### src/rtl/vec_frame_rx.sv
`default_nettype none
// ============================================================================
// Module      : vec_frame_rx
// Description : Bit-serial frame receiver. Recovers the two 3-bit operands a
//               and b from a {~b, ~a} packed frame (start, 6 data bits LSB
//               first, even parity, stop), and presents a, b, a|b and |(a|b)
//               with a one-cycle valid pulse plus parity and framing flags.
// Revision    : 1.0 - initial release
// ============================================================================
module vec_frame_rx #(
    parameter int BIT_CYCLES = 4
) (
    input  logic       clk,
    input  logic       rst_n,
    input  logic       rx,
    output logic [2:0] a,
    output logic [2:0] b,
    output logic [2:0] out_or_bitwise,
    output logic       out_or_logical,
    output logic       out_valid,
    output logic       par_err,
    output logic       frame_err,
    output logic       busy
);

    localparam int HALF  = BIT_CYCLES / 2;
    localparam int CNT_W = (BIT_CYCLES > 2) ? $clog2(BIT_CYCLES) : 1;

    localparam logic [CNT_W-1:0] c_half_m1 = CNT_W'(HALF - 1);
    localparam logic [CNT_W-1:0] c_bit_m1  = CNT_W'(BIT_CYCLES - 1);
    localparam logic [2:0]       c_last_idx = 3'd5;

    localparam logic [2:0] c_st_idle      = 3'd0;
    localparam logic [2:0] c_st_start     = 3'd1;
    localparam logic [2:0] c_st_data      = 3'd2;
    localparam logic [2:0] c_st_parity    = 3'd3;
    localparam logic [2:0] c_st_stop      = 3'd4;
    localparam logic [2:0] c_st_wait_high = 3'd5;

    logic [2:0]       r_state;
    logic [CNT_W-1:0] r_cnt;
    logic [2:0]       r_idx;
    logic [5:0]       r_data;
    logic             r_perr;
    logic [2:0]       r_a;
    logic [2:0]       r_b;
    logic [2:0]       r_or_bw;
    logic             r_or_lg;
    logic             r_valid;
    logic             r_par_err;
    logic             r_frame_err;

    logic [2:0]       w_a;
    logic [2:0]       w_b;
    logic             w_cnt_half;
    logic             w_cnt_bit;

    // Undo the transmit-side inversion and flag the sample points of the bit timer.
    always_comb begin
        w_a        = ~r_data[2:0];
        w_b        = ~r_data[5:3];
        w_cnt_half = (r_cnt == c_half_m1);
        w_cnt_bit  = (r_cnt == c_bit_m1);
    end

    // Receive state machine: bit timing, shift-in, parity/stop checks and output load.
    always_ff @(posedge clk or negedge rst_n) begin
        if (!rst_n) begin
            r_state     <= c_st_idle;
            r_cnt       <= '0;
            r_idx       <= '0;
            r_data      <= '0;
            r_perr      <= 1'b0;
            r_a         <= '0;
            r_b         <= '0;
            r_or_bw     <= '0;
            r_or_lg     <= 1'b0;
            r_valid     <= 1'b0;
            r_par_err   <= 1'b0;
            r_frame_err <= 1'b0;
        end else begin
            // Pulses and their qualifier default low every cycle.
            r_valid     <= 1'b0;
            r_par_err   <= 1'b0;
            r_frame_err <= 1'b0;
            case (r_state)
                c_st_idle: begin
                    if (!rx) begin
                        r_state <= c_st_start;
                        r_cnt   <= '0;
                    end
                end
                c_st_start: begin
                    // Mid-bit recheck of the start bit rejects short glitches.
                    if (w_cnt_half) begin
                        if (rx) begin
                            r_state <= c_st_idle;
                        end else begin
                            r_cnt   <= '0;
                            r_idx   <= '0;
                            r_state <= c_st_data;
                        end
                    end else begin
                        r_cnt <= r_cnt + 1'b1;
                    end
                end
                c_st_data: begin
                    if (w_cnt_bit) begin
                        r_cnt         <= '0;
                        r_data[r_idx] <= rx;
                        if (r_idx == c_last_idx) begin
                            r_state <= c_st_parity;
                        end else begin
                            r_idx <= r_idx + 1'b1;
                        end
                    end else begin
                        r_cnt <= r_cnt + 1'b1;
                    end
                end
                c_st_parity: begin
                    if (w_cnt_bit) begin
                        r_cnt   <= '0;
                        r_perr  <= ^{r_data, rx};
                        r_state <= c_st_stop;
                    end else begin
                        r_cnt <= r_cnt + 1'b1;
                    end
                end
                c_st_stop: begin
                    if (w_cnt_bit) begin
                        r_cnt <= '0;
                        if (rx) begin
                            // Good stop bit: present data even if parity failed.
                            r_a       <= w_a;
                            r_b       <= w_b;
                            r_or_bw   <= w_a | w_b;
                            r_or_lg   <= |(w_a | w_b);
                            r_valid   <= 1'b1;
                            r_par_err <= r_perr;
                            r_state   <= c_st_idle;
                        end else begin
                            // Broken frame: keep old outputs, wait for the line to recover.
                            r_frame_err <= 1'b1;
                            r_state     <= c_st_wait_high;
                        end
                    end else begin
                        r_cnt <= r_cnt + 1'b1;
                    end
                end
                c_st_wait_high: begin
                    if (rx) begin
                        r_state <= c_st_idle;
                    end
                end
                default: begin
                    r_state <= c_st_idle;
                end
            endcase
        end
    end

    // Drive ports from their registers; busy is a direct decode of the state register.
    always_comb begin
        a              = r_a;
        b              = r_b;
        out_or_bitwise = r_or_bw;
        out_or_logical = r_or_lg;
        out_valid      = r_valid;
        par_err        = r_par_err;
        frame_err      = r_frame_err;
        busy           = (r_state != c_st_idle);
    end

endmodule
`default_nettype wire

### config.mk
export PLATFORM = sky130hd
export DESIGN_NAME = vec_frame_rx
export DESIGN_NICKNAME = d
export VERILOG_FILES = /design/src/rtl/vec_frame_rx.sv
export SDC_FILE = /design/constraint.sdc
export NUM_CORES = 1
export LEC_CHECK = 0
export ABC_AREA = 1
export CELL_PAD_IN_SITES_DETAIL_PLACEMENT = 2
export CELL_PAD_IN_SITES_GLOBAL_PLACEMENT = 2
export CORE_MARGIN = 3
export CORE_UTILIZATION = 35
export CTS_BUF_LIST = sky130_fd_sc_hd__clkbuf_4
export DETAILED_ROUTE_END_ITERATION = 10
export PLACE_DENSITY_LB_ADDON = 0.3
export REMOVE_ABC_BUFFERS = 1
export SETUP_SLACK_MARGIN = 0.4
export SLEW_MARGIN = 20
export SYNTH_ARGS = -nofsm -noshare
export SYNTH_HDL_FRONTEND = slang
export SYNTH_SLANG_ARGS = --single-unit
### constraint.sdc
create_clock -name clk -period 4.3 [get_ports clk]
set_clock_uncertainty 0.15 [all_clocks]
set_input_delay 0.645 -clock clk [delete_from_list [all_inputs] [get_ports clk]]
set_output_delay 0.645 -clock clk [all_outputs]
set_load 0.02 [all_outputs]
# == Word level (Yosys, flattened, before mapping) ==
# Cells that the tools add are included.
# word_totals
input_bits,3
output_inout_bits,14
reg_bits,28
word_cells,80
# op_classes
magnitude_cmp,2
muxes,31
n_reduce_logical,13
eq_ne,17
bitwise_logic,3
add_sub_neg,2
# ops
op,n
$mux W3,12
$ne A2 B2 Y1 const B,9
$pmux W3 S6,1
$mux W1,10
$eq A3 B3 Y1 const B,3
$mux W2,4
$reduce_and A7 Y1,1
$reduce_xor A7 Y1,1
$bwmux W6,1
$eq A3 B2 Y1 const B,2
$not A3 Y3,2
$pmux W2 S3,1
$pmux W3 S2,1
$reduce_bool A3 Y1,2
$reduce_or A3 Y1,2
$reduce_and A5 Y1,1
$lt A3 B4 Y1 const B,1
$reduce_and A2 Y1,2
$add A3 B1 Y3 const B,1
$demux W1 S3,1
$eq A3 B1 Y1 const B,1
$ge A3 B1 Y1 const B,1
$logic_not A3 Y1,1
$or A3 B3 Y3,1
other kinds (6),6

# == Logic depth before layout (Yosys ltp) ==
# Gate-level depths: netlist of the first run.
# logic_depth
ltp_word,5
depth_mapped,9
ltp_nobuf,9

# == Worst setup path before layout of the first run ==
# No wires, ideal clock.
# synth_path
path_type,reg2out
startpoint,register r_state[0]
endpoint,output busy
path_slack_ns,2.726
stages_incl_launch_ff,3
n_path_buf,0
arrival_time_ns,0.779
t_required_ns,3.505
cell_sequence,dfrtp_1 nor2_1 nand2_1
# synth_via
elab_chain_len,1
# synth_rtl
element,line_no,source
from (decl),40,logic [2:0] r_state;
from (signal assigned),69,r_state <= c_st_idle;
from (signal assigned),89,r_state <= c_st_start;
from (signal assigned),97,r_state <= c_st_idle;
$reduce_bool A3 Y1,171,busy = (r_state != c_st_idle);
to (decl),23,output logic busy
# No other way between the ends.

# == Worst setup path after layout of the first run ==
# Ends and elaborated chain as after synthesis.

==> metrics.csv, run 1 <==
metric,value,unit
CTS Buffer Depth,2,
Required @ worst endpoint,3500,ps
syn avg cell area,7.807,sq um
worst flop-to-flop path startpoint,r_state[0]$_DFFE_PN0P_,
count of pins over their slew limit,0,
initial antenna violation count,0,
Port Buffers,16,
Synth warnings,0,
DIE AREA,5299,sq um
final period utilization,0.5827,
clock insertion delay at the later pin of the skew report,340,ps
outcome,"finished, final reports clean",
row count,23,
Pint,0.4690,mW
Power Dens Cells,473.5,nW/um^2
worst reg-to-reg path cell count,5,
Netlist cell types,23,
Synth area leaders,"dfrtp_1, nand2_1, ha_1, inv_1, nand3_1",
min-delay src,a[1]$_DFFE_PN0P_,
DR pass1 iterations,4,
H-tree depth,1,
nets,229,
most frequent cells in the layout,"nand2_1, dfrtp_1, inv_1",
CTS resizes,0,
GRT overflow,0,
CTS buffer count,3,
cell count after synthesis,200,
n_diodes,0,
flop2flop setup slack,2610,ps
Total Routed Length,4221,um
Crit path buffers/inverters,1,
Worst Hold Path EP,a[1]$_DFFE_PN0P_,
Critical Path Source Type,flip-flop,
post-placement cell count,265,
# IOs,17,
largest net degree at the start of global routing,29,
"Worst Path Class, Setup",flip-flop to output pin,
"Hold Vio Cnt, Final",0,
DR DRC count,0,
share of layout cells above drive strength 1,0.1370,
first-pass GRT wire length,7362,um
post-synthesis sequential area ratio,0.4487,
Yosys top cell by area,dfrtp_1,
clock transition at the registers of the reported paths,160,ps
Finished Layout Cells,269,
max incr delay on CP,540,ps
register bit count reported by yosys,28,
# Max-Cap Violations,0,
Setup Buffers After CTS,0,
share of the synthesized area in the top cell type,0.4487,
number of global-route vias before repair,1537,
Layout area overhead,15.22,%
initial detailed-routing violation count,44,
sequential share of power,0.441,
TritonCTS clock tree,built,
# hold bufs at CTS,0,
Net Sw Power,0.3830,mW
Hold Slack,360.8,ps
CP Max Fanout,7,
die width,72.80,um
"commonest non-fill, non-tap cell in the layout",nand2_1,
DR WL/cell,15.69,um
Post-Route Setup TNS,0,ps
post-route ant nets,0,
CTS root buffer,clkbuf_4,
Vias/cell,5.119,
Crit. End Element,output pin,
Starting Density,0.3768,
Clk pwr share,0.136,
FMAX,0.3991,GHz
Comb pwr share,0.423,
Tmin final,2505,ps
CP arrival,1710,ps
VDD IR-drop max,160.6,uV
GPL Wtd Cong,0.7687,
switch share,0.4496,
die height,72.80,um
worst r2r dst,r_data[5]$_DFFE_PN0P_,
detailed placer's ending HPWL,3332,um
hold crit path type,flip-flop to flip-flop,
Placeable Area,4144,sq um
CP Cell Sequence,nor2_1 > nand2_1 > clkdlybuf4s50_1,
RSZ-0062 raised after global routing,false,
cell family with most CP delay,buffers and inverters,
Hold Crit Depth,2,
Via Count,1377,
CP max stage cell,clkdlybuf4s50_1,
GRT Total Usage,0.1796,
clk sinks,28,
Worst Tran Pin Value,546.1,ps
Max-Slew Margin vs Limit,0.6348,
leakage power,0.9052,nW
synthesized area,1561,sq um
Filler Cell Count,493,
Setup-failing EPs final,0,
-- kinds of logic after synthesis --
kind of cell	count (synthesis)	share of synthesized area
adders and majority gates	6	0.04808
DFF	28	0.4487
AOI/OAI and AO/OA	20	0.08172
buffers and inverters	27	0.07212
and+or+nand+nor	117	0.3381
xor gates and xnor gates	2	0.01122
-- flip-flops by register name, indices dropped and copies added (netlist names) --
name / count
r_state: 3
a: 3
frame_err: 1
b: 3
out_or_bitwise: 3
par_err: 1
out_or_logical: 1
out_valid: 1
r_idx: 3
r_perr: 1
r_cnt: 2
r_data: 6
-- area by class of cell --
class,instances,area (sq um),area share
multi-input combinational,145,748.2,0.4159
sequential,28,700.7,0.3894
timing repair buffer,17,167.7,0.09318
inverter,25,93.84,0.05216
tap,50,62.56,0.03477
clock buffer,3,22.52,0.01252
clock inverter,1,3.754,0.002086
-- power by group through the flow --
stage,Clock (mW),Sequential (mW),Combinational [mW]
2_1_floorplan,0,0.368,0.256
3_3_place_gp,0,0.375,0.342
3_5_place_dp,0,0.381,0.367
4_1_cts,0.122,0.377,0.370
5_1_grt,0.134,0.386,0.416
6_report,0.116,0.375,0.361
-- worst register-to-register path: stages (launching register included) --
cell and delay, ps:
dfrtp_1 510, nor3_4 350, nand2_2 170, nor3_1 280, nand2_1 100, o21ai_0 90
-- cell usage after synthesis (all sizes together) --
cell type,number
inv,25
dfrtp,28
xnor2,1
ha,6
nor3,7
nand3,13
nand2,81
nor2,15
a21oi,1
or2,1
o21ai,17
xor2,1
o211ai,2
buf,2
-- how the worst max path moves through the flow --
| stage | start | to | slack (ps) | cells past startpoint |
|---|---|---|---|---|
| finish | r_state[0]$_DFFE_PN0P_ | busy | 1790 | 3 |
| global route | r_state[0]$_DFFE_PN0P_ | busy | 1670 | 3 |
| CTS | r_state[0]$_DFFE_PN0P_ | busy | 1760 | 3 |
| detailed placement | rx | r_state[0]$_DFFE_PN0P_ | 1810 | 8 |
| global placement | rx | r_state[0]$_DFFE_PN0P_ | 1930 | 8 |
| floorplan | r_state[0]$_DFFE_PN0P_ | busy | 2730 | 2 |
-- per-stage QoR --
step                      setup WS (ps)  cell area, sq um  utilization  power, mW
after global routing               1672              1799       0.4342     0.9367
after floorplan                    2726              1543            -     0.6238
after global placement             1930              1773       0.4278     0.7171
final                              1795              1799       0.4342     0.8520
after detailed placement           1808              1773       0.4278     0.7482
after CTS                          1760              1799       0.4342     0.8696
-- per-layer routing --
layer	global-route usage	wire length [um]	vias to the layer above
li1	-	-	663
met4	0.04303	38	0
met3	0.02066	87	5
met1	0.2118	1846	693
met5	0	0	-
met2	0.3427	2249	16
(Power assumes the default switching activity.)
==> run 2: changes to the inputs <==
CORE_UTILIZATION = 31   (was 35)
clock period = 2.2 ns   (was 4.3 ns; I/O delays follow)
==> metrics.csv, run 2 (synthesized netlist as in run 1, its figures left out) <==
metric,value,unit,change
row count,25,,was 23
DIE AREA,5924,sq um,was 5299 sq um
GRT overflow,0,,unchanged
Tmin final,1796,ps,
flop2flop setup slack,450,ps,was 2610 ps
GPL Wtd Cong,0.7380,,was 0.7687
initial detailed-routing violation count,29,,was 44
detailed placer's ending HPWL,3241,um,was 3332 um
setup ws final,404.4,ps,was 1795 ps
worst flop-to-flop path startpoint,r_state[1]$_DFFE_PN0P_,,was r_state[0]$_DFFE_PN0P_
Finished Cell Area,1912,sq um,was 1799 sq um
clk sinks,28,,unchanged
Placeable Area,4786,sq um,was 4144 sq um
largest net degree at the start of global routing,29,,unchanged
# Max-Cap Violations,0,,unchanged
Post-Route Setup TNS,0,ps,unchanged
GRT Total Usage,0.1586,,was 0.1796
H-tree depth,1,,unchanged
CP max stage cell,dfrtp_2,,was clkdlybuf4s50_1
Starting Density,0.3263,,was 0.3768
VDD IR-drop max,288.0,uV,was 160.6 uV
worst reg-to-reg path cell count,8,,was 5
count of pins over their slew limit,0,,unchanged
"Hold Vio Cnt, Final",0,,unchanged
Filler Cell Count,563,,was 493
share of layout cells above drive strength 1,0.1956,,was 0.1370
DR WL/cell,14.95,um,was 15.69 um
Port Buffers,16,,unchanged
Vias/cell,4.699,,was 5.119
n_diodes,0,,unchanged
Required @ worst endpoint,1720,ps,was 3500 ps
Critical Path Source Type,flip-flop,,unchanged
die height,76.97,um,was 72.80 um
Power Dens Cells,980.4,nW/um^2,was 473.5 nW/um^2
FMAX,0.5569,GHz,
Placement Cell Area,1802,sq um,was 1773 sq um
CP Max Fanout,3,,was 7
first-pass GRT wire length,7638,um,was 7362 um
leakage power,1.055,nW,was 0.9052 nW
CTS Buffer Depth,2,,unchanged
CTS root buffer,clkbuf_4,,unchanged
DR pass1 iterations,2,,was 4
die width,76.97,um,was 72.80 um
Max-Slew Margin vs Limit,0.7562,,was 0.6348
clock transition at the registers of the reported paths,160,ps,about the same
Worst Tran Pin Value,365.7,ps,was 546.1 ps
most frequent cells in the layout,"nand2_1, dfrtp_1, inv_1",,unchanged
CTS buffer count,3,,unchanged
worst r2r dst,out_or_logical$_DFFE_PN0P_,,was r_data[5]$_DFFE_PN0P_
CP arrival,1320,ps,was 1710 ps
number of global-route vias before repair,1552,,"was 1,537"
pre-CTS setup slack,238.2,ps,was 1808 ps
"Worst Path Class, Setup",flip-flop to output pin,,unchanged
Largest register FFs,6,,unchanged
outcome,"finished, final reports clean",,unchanged
Total Routed Length,4366,um,was 4221 um
DR DRC count,0,,unchanged
nets,235,,was 229
Setup-failing EPs final,0,,unchanged
Final Util,0.3995,,was 0.4342
clock insertion delay at the later pin of the skew report,340,ps,about the same
Layout area overhead,22.44,%,was 15.22%
max incr delay on CP,460,ps,was 540 ps
"commonest non-fill, non-tap cell in the layout",nand2_1,,unchanged
TritonCTS clock tree,built,,unchanged
Via Count,1372,,"was 1,377"
final period utilization,0.8162,,
RSZ-0062 raised after global routing,true,,was false
post-route ant nets,0,,unchanged
Crit. End Element,output pin,,unchanged
Largest Register,r_data,,unchanged
# IOs,17,,unchanged
initial antenna violation count,0,,unchanged
hold crit path type,input pin to asynchronous set/reset pin,,was flip-flop to flip-flop
CP Cell Sequence,nor2_4 > nand2_1 > dlygate4sd2_1,,was nor2_1 > nand2_1 > clkdlybuf4s50_1
[run 2: cell count changes in the layout (fill, tap and decap cells not counted), sizes merged]
cell           delta
bufinv            +1
dlygate4sd2      +11
buf               +6
clkinv            -1
dlymetal6s2s      +3
clkdlybuf4s50    -14
[run 2: worst max path at each step]
stage                                      start                          to  depth (start not counted)
after floorplan           r_state[0]$_DFFE_PN0P_  out_or_logical$_DFFE_PN0P_                          6
after global placement                        rx          r_perr$_DFFE_PN0P_                          8
after detailed placement                      rx      r_state[1]$_DFFE_PN0P_                          8
after CTS                 r_state[1]$_DFFE_PN0P_                        busy                          3
after global routing      r_state[1]$_DFFE_PN0P_                        busy                          3
final                     r_state[0]$_DFFE_PN0P_                        busy                          3
[run 2: through the flow]
| step | total power [mW] | cells | hold slack (ps) |
|---|---|---|---|
| floorplan | 1.219 | 198 | -115.6 |
| global placement | 1.400 | 283 | 315.3 |
| detailed placement | 1.475 | 283 | 322.9 |
| CTS | 1.858 | 289 | 210.8 |
| global route | 2.038 | 292 | 223.8 |
| finish | 1.874 | 292 | 205.6 |
[run 2: critical path, delay by kind of cell, from the launching register on]
| family | cells | cell delay [ps] |
|---|---|---|
| AND/OR/NAND/NOR | 2 | 200 |
| flip-flops | 1 | 460 |
| buffers and inverters | 1 | 320 |
[run 2: power breakdown]
part           switching [mW]  leakage, nW  total (mW)  internal, mW
logic                   0.530        0.680       0.810         0.279
clock network           0.164       0.0279       0.349         0.184
registers               0.111        0.347       0.716         0.604
total                   0.806         1.05        1.87          1.07
[run 2: per-layer routing]
| metal | vias to the layer above | track usage | share of wire |
|---|---|---|---|
| met1 | 684 | 0.1935 | 0.44 |
| met3 | 5 | 0.01995 | 0.022 |
| met2 | 14 | 0.2970 | 0.53 |
| met5 | - | 0 | 0 |
| li1 | 669 | - | - |
| met4 | 0 | 0.03203 | 0.0087 |
[run 2: final cells by class]
class | count | area (sq um) | area share
Sequential cell | 28 | 704.4 | 0.3685
Multi-Input combinational cell | 145 | 770.7 | 0.4031
Inverter | 25 | 93.84 | 0.04908
Clock inverter | 1 | 30.03 | 0.01571
Tap cell | 67 | 83.83 | 0.04385
Timing Repair Buffer | 23 | 206.4 | 0.1080
Clock buffer | 3 | 22.52 | 0.01178
[run 2: repair_timing]
action / 4_1_cts / 5_1_grt
buffers inserted: 2 / 3
pin swaps: 0 / 1
hold buffers: 0 / 0
endpoints found under the hold margin: 0 / 0
resized for setup: 14 / 8
setup endpoints to repair: 11 / 10
==> run 3: changes to the inputs <==
CORE_UTILIZATION = 34   (was 31)
clock period = 1.7 ns   (was 2.2 ns; I/O delays follow)
==> metrics.csv, run 3 (synthesized netlist as in run 1, its figures left out) <==
metric,value,unit,change
Critical Path Source Type,flip-flop,,unchanged
CP max stage cell,dfrtp_1,,was dfrtp_2
"Worst Path Class, Setup",flip-flop to flip-flop,,was flip-flop to output pin
largest net degree at the start of global routing,29,,unchanged
die height,73.77,um,was 76.97 um
clock insertion delay at the later pin of the skew report,340,ps,about the same
hold crit path type,input pin to asynchronous set/reset pin,,unchanged
Via Count,1498,,"was 1,372"
CTS buffer count,3,,unchanged
Vias/cell,5.044,,was 4.699
# Max-Cap Violations,0,,unchanged
first-pass GRT wire length,8010,um,was 7638 um
clock transition at the registers of the reported paths,160,ps,about the same
Finished Layout Cells,297,,was 292
Crit. End Element,flip-flop,,was output pin
most frequent cells in the layout,"nand2_1, dfrtp_1, buf_6",,"was nand2_1, dfrtp_1, inv_1"
DR DRC count,0,,unchanged
initial detailed-routing violation count,50,,was 29
CP Cell Sequence,buf_6 > nor3_4 > buf_6 > nand2_8 > nor3_4 > nand2_1 > o21ai_1,,was nor2_4 > nand2_1 > dlygate4sd2_1
detailed placer's ending HPWL,3205,um,was 3241 um
final period utilization,0.9702,,
row count,24,,was 25
n_diodes,0,,unchanged
Worst Tran Pin Value,358.0,ps,was 365.7 ps
FMAX,0.6063,GHz,
GPL Wtd Cong,0.8826,,was 0.7380
GRT overflow,0,,unchanged
Total Routed Length,5707,um,was 4366 um
count of pins over their slew limit,0,,unchanged
die width,73.77,um,was 76.97 um
CTS Buffer Depth,2,,unchanged
Post-Route Setup TNS,0,ps,unchanged
nets,255,,was 235
Largest Register,r_data,,unchanged
VDD IR-drop max,615.6,uV,was 288.0 uV
total chip power,2.885,mW,was 1.874 mW
flop2flop setup slack,50,ps,was 450 ps
post-route ant nets,0,,unchanged
Tmin final,1649,ps,
"Hold Vio Cnt, Final",0,,unchanged
CP startpoint,r_state[0]$_DFFE_PN0P_,,unchanged
worst flop-to-flop path startpoint,r_state[0]$_DFFE_PN0P_,,was r_state[1]$_DFFE_PN0P_
Required @ worst endpoint,1830,ps,was 1720 ps
clk sinks,28,,unchanged
GRT Total Usage,0.1944,,was 0.1586
CP arrival,1780,ps,was 1320 ps
DR WL/cell,19.22,um,was 14.95 um
max incr delay on CP,430,ps,was 460 ps
share of layout cells above drive strength 1,0.4000,,was 0.1956
number of global-route vias before repair,1555,,"was 1,552"
RSZ-0062 raised after global routing,true,,unchanged
Hold Slack,130.3,ps,was 205.6 ps
Finished Cell Area,2266,sq um,was 1912 sq um
post-placement cell count,274,,was 283
leakage power,1.145,nW,was 1.055 nW
"commonest non-fill, non-tap cell in the layout",nand2_1,,unchanged
CP Max Fanout,6,,was 3
Largest register FFs,6,,unchanged
# hold bufs at CTS,0,,unchanged
Starting Density,0.3562,,was 0.3263
Placeable Area,4384,sq um,was 4786 sq um
DR pass1 iterations,4,,was 2
DIE AREA,5442,sq um,was 5924 sq um
H-tree depth,1,,unchanged
Power Dens Cells,1273,nW/um^2,was 980.4 nW/um^2
TritonCTS clock tree,built,,unchanged
# IOs,17,,unchanged
Setup-failing EPs final,0,,unchanged
CTS root buffer,clkbuf_4,,unchanged
Placement Cell Area,1828,sq um,was 1802 sq um
Max-Slew Margin vs Limit,0.7613,,was 0.7562
Layout area overhead,45.11,%,was 22.44%
initial antenna violation count,0,,unchanged
cell family with most CP delay,simple AND/OR/NAND/NOR gates,,was flip-flops
Crit path buffers/inverters,2,,was 1
outcome,"finished, final reports clean",,unchanged
Port Buffers,16,,unchanged
==> run 3: where the power goes <==
group | switching [mW] | internal (mW) | leakage, nW | total, mW
clock network | 0.203 | 0.239 | 0.0279 | 0.441
registers | 0.147 | 0.785 | 0.346 | 0.931
logic | 0.945 | 0.567 | 0.771 | 1.51
==> run 3: final cells by class <==
class                      instances  area, sq um
clock inverter                     1        30.03
inverter                          25        106.4
timing repair buffer              42        407.9
fill                             490         2118
clock buffer                       3        22.52
sequential                        28        705.7
multi-input combinational        146        928.4
tap                               52        65.06
==> run 3: metal layers <==
| layer | share of wire | vias up | routed length (um) | global-route usage |
|---|---|---|---|---|
| li1 | - | 719 | - | - |
| met1 | 0.42 | 756 | 2384 | 0.2403 |
| met2 | 0.55 | 17 | 3149 | 0.3533 |
| met3 | 0.019 | 6 | 107 | 0.03694 |
| met4 | 0.011 | 0 | 65 | 0.03018 |
| met5 | 0 | - | 0 | 0 |
==> run 3: through the flow <==
step / setup WS (ps) / utilization
after floorplan: 319.5 / -
after global placement: -4.535 / 0.4170
after detailed placement: -114.9 / 0.4170
after CTS: 161.2 / 0.4783
after global routing: -28.29 / 0.5168
final: 50.59 / 0.5168
==> run 3: final timing paths <==
path,end,depth (start not counted)
worst max-delay path,r_data[5]$_DFFE_PN0P_,7
worst min-delay path,out_or_logical$_DFFE_PN0P_,2
worst max register to register,r_data[5]$_DFFE_PN0P_,7
worst min register to register,a[0]$_DFFE_PN0P_,2
max in group asynchronous,r_state[2]$_DFFE_PN0P_,2
min in group clk,a[0]$_DFFE_PN0P_,2
==> run 3: what timing repair did <==
action                     CTS  global route
gates resized for setup    107            33
cloned                       1             0
setup endpoints to repair   42            42
buffers inserted            10             8
pin swaps                   10            14
